**src/rtl/final_adder_pkg.sv**
```systemverilog
// final_adder_pkg: shared float width, issue FSM encodings and float constants
package final_adder_pkg;
  localparam int FLOAT_W = 32;
  localparam int STATE_W = 2;
  localparam logic [FLOAT_W-1:0] FLOAT_ZERO = 32'h0000_0000;
  typedef enum logic [STATE_W-1:0] {
    S_IDLE      = 2'b00,
    S_ISSUE     = 2'b01,
    S_WAIT_DONE = 2'b10
  } issue_state_e;
endpackage

```
**src/rtl/pair_fifo.sv**
```systemverilog
// pair_fifo: small synchronous FIFO holding {last, one, two} operand pairs
module pair_fifo #(
  parameter int WIDTH = 65,
  parameter int DEPTH = 4
) (
  input  logic             clk,
  input  logic             rst,
  input  logic             push_i,
  input  logic             pop_i,
  input  logic [WIDTH-1:0] wdata_i,
  output logic [WIDTH-1:0] rdata_o,
  output logic             full_o,
  output logic             empty_o
);
  localparam int AW = $clog2(DEPTH);
  logic [WIDTH-1:0] mem_q [DEPTH];
  logic [AW:0] wr_q, rd_q;
  assign empty_o = wr_q == rd_q;
  assign full_o  = (wr_q[AW] != rd_q[AW]) && (wr_q[AW-1:0] == rd_q[AW-1:0]);
  assign rdata_o = mem_q[rd_q[AW-1:0]];
  // pointers carry one wrap bit so full and empty stay distinguishable
  always_ff @(posedge clk) begin
    if (rst) begin
      wr_q <= '0;
      rd_q <= '0;
    end else begin
      if (push_i && !full_o) begin
        mem_q[wr_q[AW-1:0]] <= wdata_i;
        wr_q <= wr_q + 1'b1;
      end
      if (pop_i && !empty_o) rd_q <= rd_q + 1'b1;
    end
  end
endmodule

```
**src/rtl/pair_issuer.sv**
```systemverilog
// pair_issuer: pairs incoming float words and issues them one at a time to an accumulator
module pair_issuer
  import final_adder_pkg::*;
#(
  parameter int FLOAT_DATA_WIDTH = FLOAT_W,
  parameter int FIFO_DEPTH       = 4,
  parameter int STATE_WIDTH      = STATE_W
) (
  input  logic                        clk,
  input  logic                        rst,
  input  logic                        clk_en,
  input  logic                        in_valid,
  input  logic [FLOAT_DATA_WIDTH-1:0] in_data,
  input  logic                        in_last,
  output logic                        in_ready,
  output logic                        start,
  output logic [FLOAT_DATA_WIDTH-1:0] to_add_one,
  output logic [FLOAT_DATA_WIDTH-1:0] to_add_two,
  input  logic                        acc_working,
  input  logic                        acc_done,
  input  logic [FLOAT_DATA_WIDTH-1:0] acc_total,
  output logic [FLOAT_DATA_WIDTH-1:0] result,
  output logic                        result_valid,
  output logic                        busy,
  output logic                        protocol_err
);
  localparam int PW = 2 * FLOAT_DATA_WIDTH + 1;
  logic accept, push, pop, fifo_full, fifo_empty;
  logic [PW-1:0] push_data, pop_data;
  logic hold_valid_q;
  logic [FLOAT_DATA_WIDTH-1:0] hold_q;
  issue_state_e state_q;
  logic last_q, issued_q, start_q, result_valid_q, protocol_err_q;
  logic [FLOAT_DATA_WIDTH-1:0] one_q, two_q, result_q;
  assign in_ready  = clk_en && !fifo_full;
  assign accept    = in_valid && in_ready;
  assign push      = accept && (hold_valid_q || in_last);
  assign push_data = hold_valid_q ? {in_last, hold_q, in_data}
                                  : {1'b1, in_data, FLOAT_DATA_WIDTH'(FLOAT_ZERO)};
  assign pop       = clk_en && !fifo_empty && !acc_working && (state_q == S_IDLE);
  assign busy      = !fifo_empty || hold_valid_q || (STATE_WIDTH'(state_q) != STATE_WIDTH'(S_IDLE));
  assign start        = start_q;
  assign to_add_one   = one_q;
  assign to_add_two   = two_q;
  assign result       = result_q;
  assign result_valid = result_valid_q;
  assign protocol_err = protocol_err_q;
  pair_fifo #(
    .WIDTH(PW),
    .DEPTH(FIFO_DEPTH)
  ) u_fifo (
    .clk    (clk),
    .rst    (rst),
    .push_i (push),
    .pop_i  (pop),
    .wdata_i(push_data),
    .rdata_o(pop_data),
    .full_o (fifo_full),
    .empty_o(fifo_empty)
  );
  // even words park in the hold register; an odd word or a last word drains it
  always_ff @(posedge clk) begin
    if (rst) begin
      hold_valid_q <= 1'b0;
      hold_q       <= '0;
    end else if (accept) begin
      hold_valid_q <= !hold_valid_q && !in_last;
      if (!hold_valid_q) hold_q <= in_data;
    end
  end
  // issue FSM: pop a pair, pulse start, then wait for the accumulator
  always_ff @(posedge clk) begin
    if (rst) begin
      state_q        <= S_IDLE;
      start_q        <= 1'b0;
      result_valid_q <= 1'b0;
      protocol_err_q <= 1'b0;
      issued_q       <= 1'b0;
      last_q         <= 1'b0;
      one_q          <= '0;
      two_q          <= '0;
      result_q       <= '0;
    end else begin
      start_q        <= 1'b0;
      result_valid_q <= 1'b0;
      if (acc_done && issued_q && (state_q == S_IDLE || state_q == S_ISSUE)) protocol_err_q <= 1'b1;
      case (state_q)
        S_IDLE: if (pop) begin
          state_q                <= S_ISSUE;
          start_q                <= 1'b1;
          issued_q               <= 1'b1;
          {last_q, one_q, two_q} <= pop_data;
        end
        S_ISSUE: state_q <= S_WAIT_DONE;
        S_WAIT_DONE: if (acc_done) begin
          state_q <= S_IDLE;
          if (last_q) begin
            result_q       <= acc_total;
            result_valid_q <= 1'b1;
          end
        end
        default: state_q <= S_IDLE;
      endcase
    end
  end
endmodule

```
**config.mk**
```make
export PLATFORM = sky130hd
export DESIGN_NAME = pair_issuer
export DESIGN_NICKNAME = d
export VERILOG_FILES = /design/src/rtl/final_adder_pkg.sv /design/src/rtl/pair_fifo.sv /design/src/rtl/pair_issuer.sv
export SDC_FILE = /design/constraint.sdc
export NUM_CORES = 1
export LEC_CHECK = 0
export CORE_UTILIZATION = 40
export DETAILED_ROUTE_END_ITERATION = 16
export GPL_ROUTABILITY_DRIVEN = 1
export HOLD_SLACK_MARGIN = 0.15
export PLACE_DENSITY = 0.72
export SYNTH_ARGS = -nofsm -noshare
export SYNTH_HDL_FRONTEND = slang
export SYNTH_SLANG_ARGS = --single-unit
```
**constraint.sdc**
```tcl
create_clock -name clk -period 10.55 [get_ports clk]
set_input_delay 2.11 -clock clk [delete_from_list [all_inputs] [get_ports clk]]
set_output_delay 2.11 -clock clk [all_outputs]
set_load 0.01 [all_outputs]
```
==> metrics.txt <==
outcome completed; Async S/R FF share, synth 0%; Ports 172; NumNets Final 1,288; HPWL Detailed 18,100 um; Initial Util between 40% and 50%; Die Ht 203 um; Tcrit/Tclk final ~52%; Post-synth top flop edfxtp_1; TritonRoute pass-1 iters 5; CTS tree done; CP required about 8400 ps; final core occ 49.5%; CTS Buf Count 43; Worst Setup Path Type input pin to output pin; diode count 0; pre-CTS setup slack 5030 ps; worst skew pair latency 560 ps; FP Rows 73; RSZ-0062 raised after global routing no; Post-CTS Resized 0; Die X about 200 um; Crit path arrival time between 3000 and 4000 ps; R2R Path End u_fifo.mem_q[2][39]; Hold Path Class flip-flop to flip-flop; Placer Congestion 0.730; Total GRT Usage between 15 and 20%; initial antenna violation count 1; Final WS setup around 5000 ps; crit end category output pin; dpl cell area 0.0183 mm2; area grow syn2layout 22.0%; global route overflow 0; Fin Clk Skew 15.4 ps; Port Buffer Count approximately 170; CP endpoint in_ready; Synth cell types 37; Die ar. 0.0411 mm2; Clock Path Buffers 3; Post-Syn Nets roughly 1.1k; initial detailed-routing violation count about 450; share of layout cells above drive strength 1 15.1%; first-pass GRT wire length 50,200 um; most frequent cell after synthesis edfxtp_1; YS warnings 0; Power Dens Cells 175 mW/mm2; CP Max Fanout 4; top cells by area, synth edfxtp_1 48%, dfxtp_1 18%, mux4_2 9.1%; Total Negative Setup Slacks 0 ps; root buffer cell clkbuf_16; max-slew violations 0; clk slew on worst S/H paths roughly 50 ps; synthesized flop and latch total 402; DR DRC count 0; cts hold-fix bufs 0; post-CTS setup buffers 0; crit start category input pin; Slew HR 26.2%; Leak Pwr 6.88 nW; most instantiated cells after synthesis 260 x edfxtp_1, 199 x nand2b_1, 142 x dfxtp_1; Max Cap Viol 0; number of global-route vias before repair slightly above 9k; Setup crit start clk_en; largest net degree at the start of global routing approximately 140; Routed Antenna Nets 0; vias per std cell between 4 and 5; worst reg2reg path startpoint u_fifo.rd_q[1]; Mapped Avg Cell Area 15.3 um2; CTS H-tree depth 2; fin crit period 5510 ps; worst reg2reg path depth 4; worst slew pin tran about 1100 ps; VDD IR-drop max 0.130 mV; post-route cell area ~0.020 mm2; sequential-to-total area share from yosys stat 66.1%; final hold violation count 0; Post-synth EDFFs between 200 and 300; wire per inst 18.0 um; Vias 8,789; Core Region around 0.04 mm2; post-synth top area cell edfxtp_1; Setup Viol. Count Final 0; Syn Inst Count 1,055; Yosys top cell area share 48.5%; WHS 451 ps; Post-Syn Area 0.0161 mm2; CTS sink cnt around 400; Max Clk Rate 181 MHz; r2r setup slk just over 7000 ps; DRT Wirelength ~32,000 um
kinds of logic after synthesis:
group	share of synthesized area (%)
adders and majority gates	0.388
muxes	17.7
buffers and inverters	2.23
AOI/OAI and AO/OA	1.82
and+or+nand+nor	11.4
DFF	66.1
xor gates and xnor gates	0.318
worst min-delay path by stage:
stage,end,slack (ps),cells after the start,startpoint
3_3_place_gp,result[27],440,2,result[27]
5_1_grt,result[27],470,2,result[27]
2_1_floorplan,issued_q,430,2,issued_q
4_1_cts,result[27],450,2,result[27]
3_5_place_dp,result[27],450,2,result[27]
6_report,result[21],450,2,result[21]
per-layer routing:
metal | wire length, um | vias up | track usage (%)
met1 | 14200 | 4399 | 20.2
met5 | 17 | - | 0
met4 | 688 | 2 | 5.50
met3 | 1610 | 49 | 3.32
li1 | - | 4145 | -
met2 | 15300 | 194 | 26.3
area by class of cell:
class | instances | area, um2
clock inverter | 14 | 140
timing repair buffer | 181 | 1790
inverter | 7 | 26.3
sequential | 402 | 10700
tap | 525 | 657
multi-input combinational | 577 | 5130
fill | 3356 | 20100
clock buffer | 66 | 1250
where the power goes:
part	switching [mW]	internal (mW)	total, mW
logic	0.107	0.127	0.233
clock network	0.601	0.872	1.47
registers	0.0250	1.70	1.73
layout by cell type, fill, tap and decap left out, drive strengths merged, types with 3 or more instances in the layout:
cell type      Yosys  routed
dfxtp            142     142
edfxtp           260     260
nand2             65      65
clkdlybuf4s50      0     170
mux2              36      36
clkinv             0       7
and2              32      32
clkbuf            38      66
a21oi             34      34
nor2               9       9
xor2               3       3
mux4              65      65
buf               31      11
nor2b              3       3
nand2b           199     199
inv                7      12
nor3b              5       5
a31oi              4       4
mux2i             99      99
ha                 5       5
state kept, by name, indices dropped and copies added, names as in the netlist:
register      cells
last_q            1
to_add_one       32
u_fifo.rd_q       3
u_fifo.wr_q       3
to_add_two       32
issued_q          1
start             1
result_valid      1
result           32
u_fifo.mem_q    260
protocol_err      1
hold_q           32
state_q           2
hold_valid_q      1
worst max-delay path, cell delays in order:
cell             delay, ps
clkdlybuf4s50_1        510
inv_1                   60
a31oi_1                160
clkdlybuf4s50_1        570
through the flow:
step	instances	total power [mW]
2_1_floorplan	1055	1.91
3_3_place_gp	1692	1.99
3_5_place_dp	1692	2.00
4_1_cts	1772	3.48
5_1_grt	1772	3.55
6_report	1772	3.44
(Power assumes the default switching activity.)
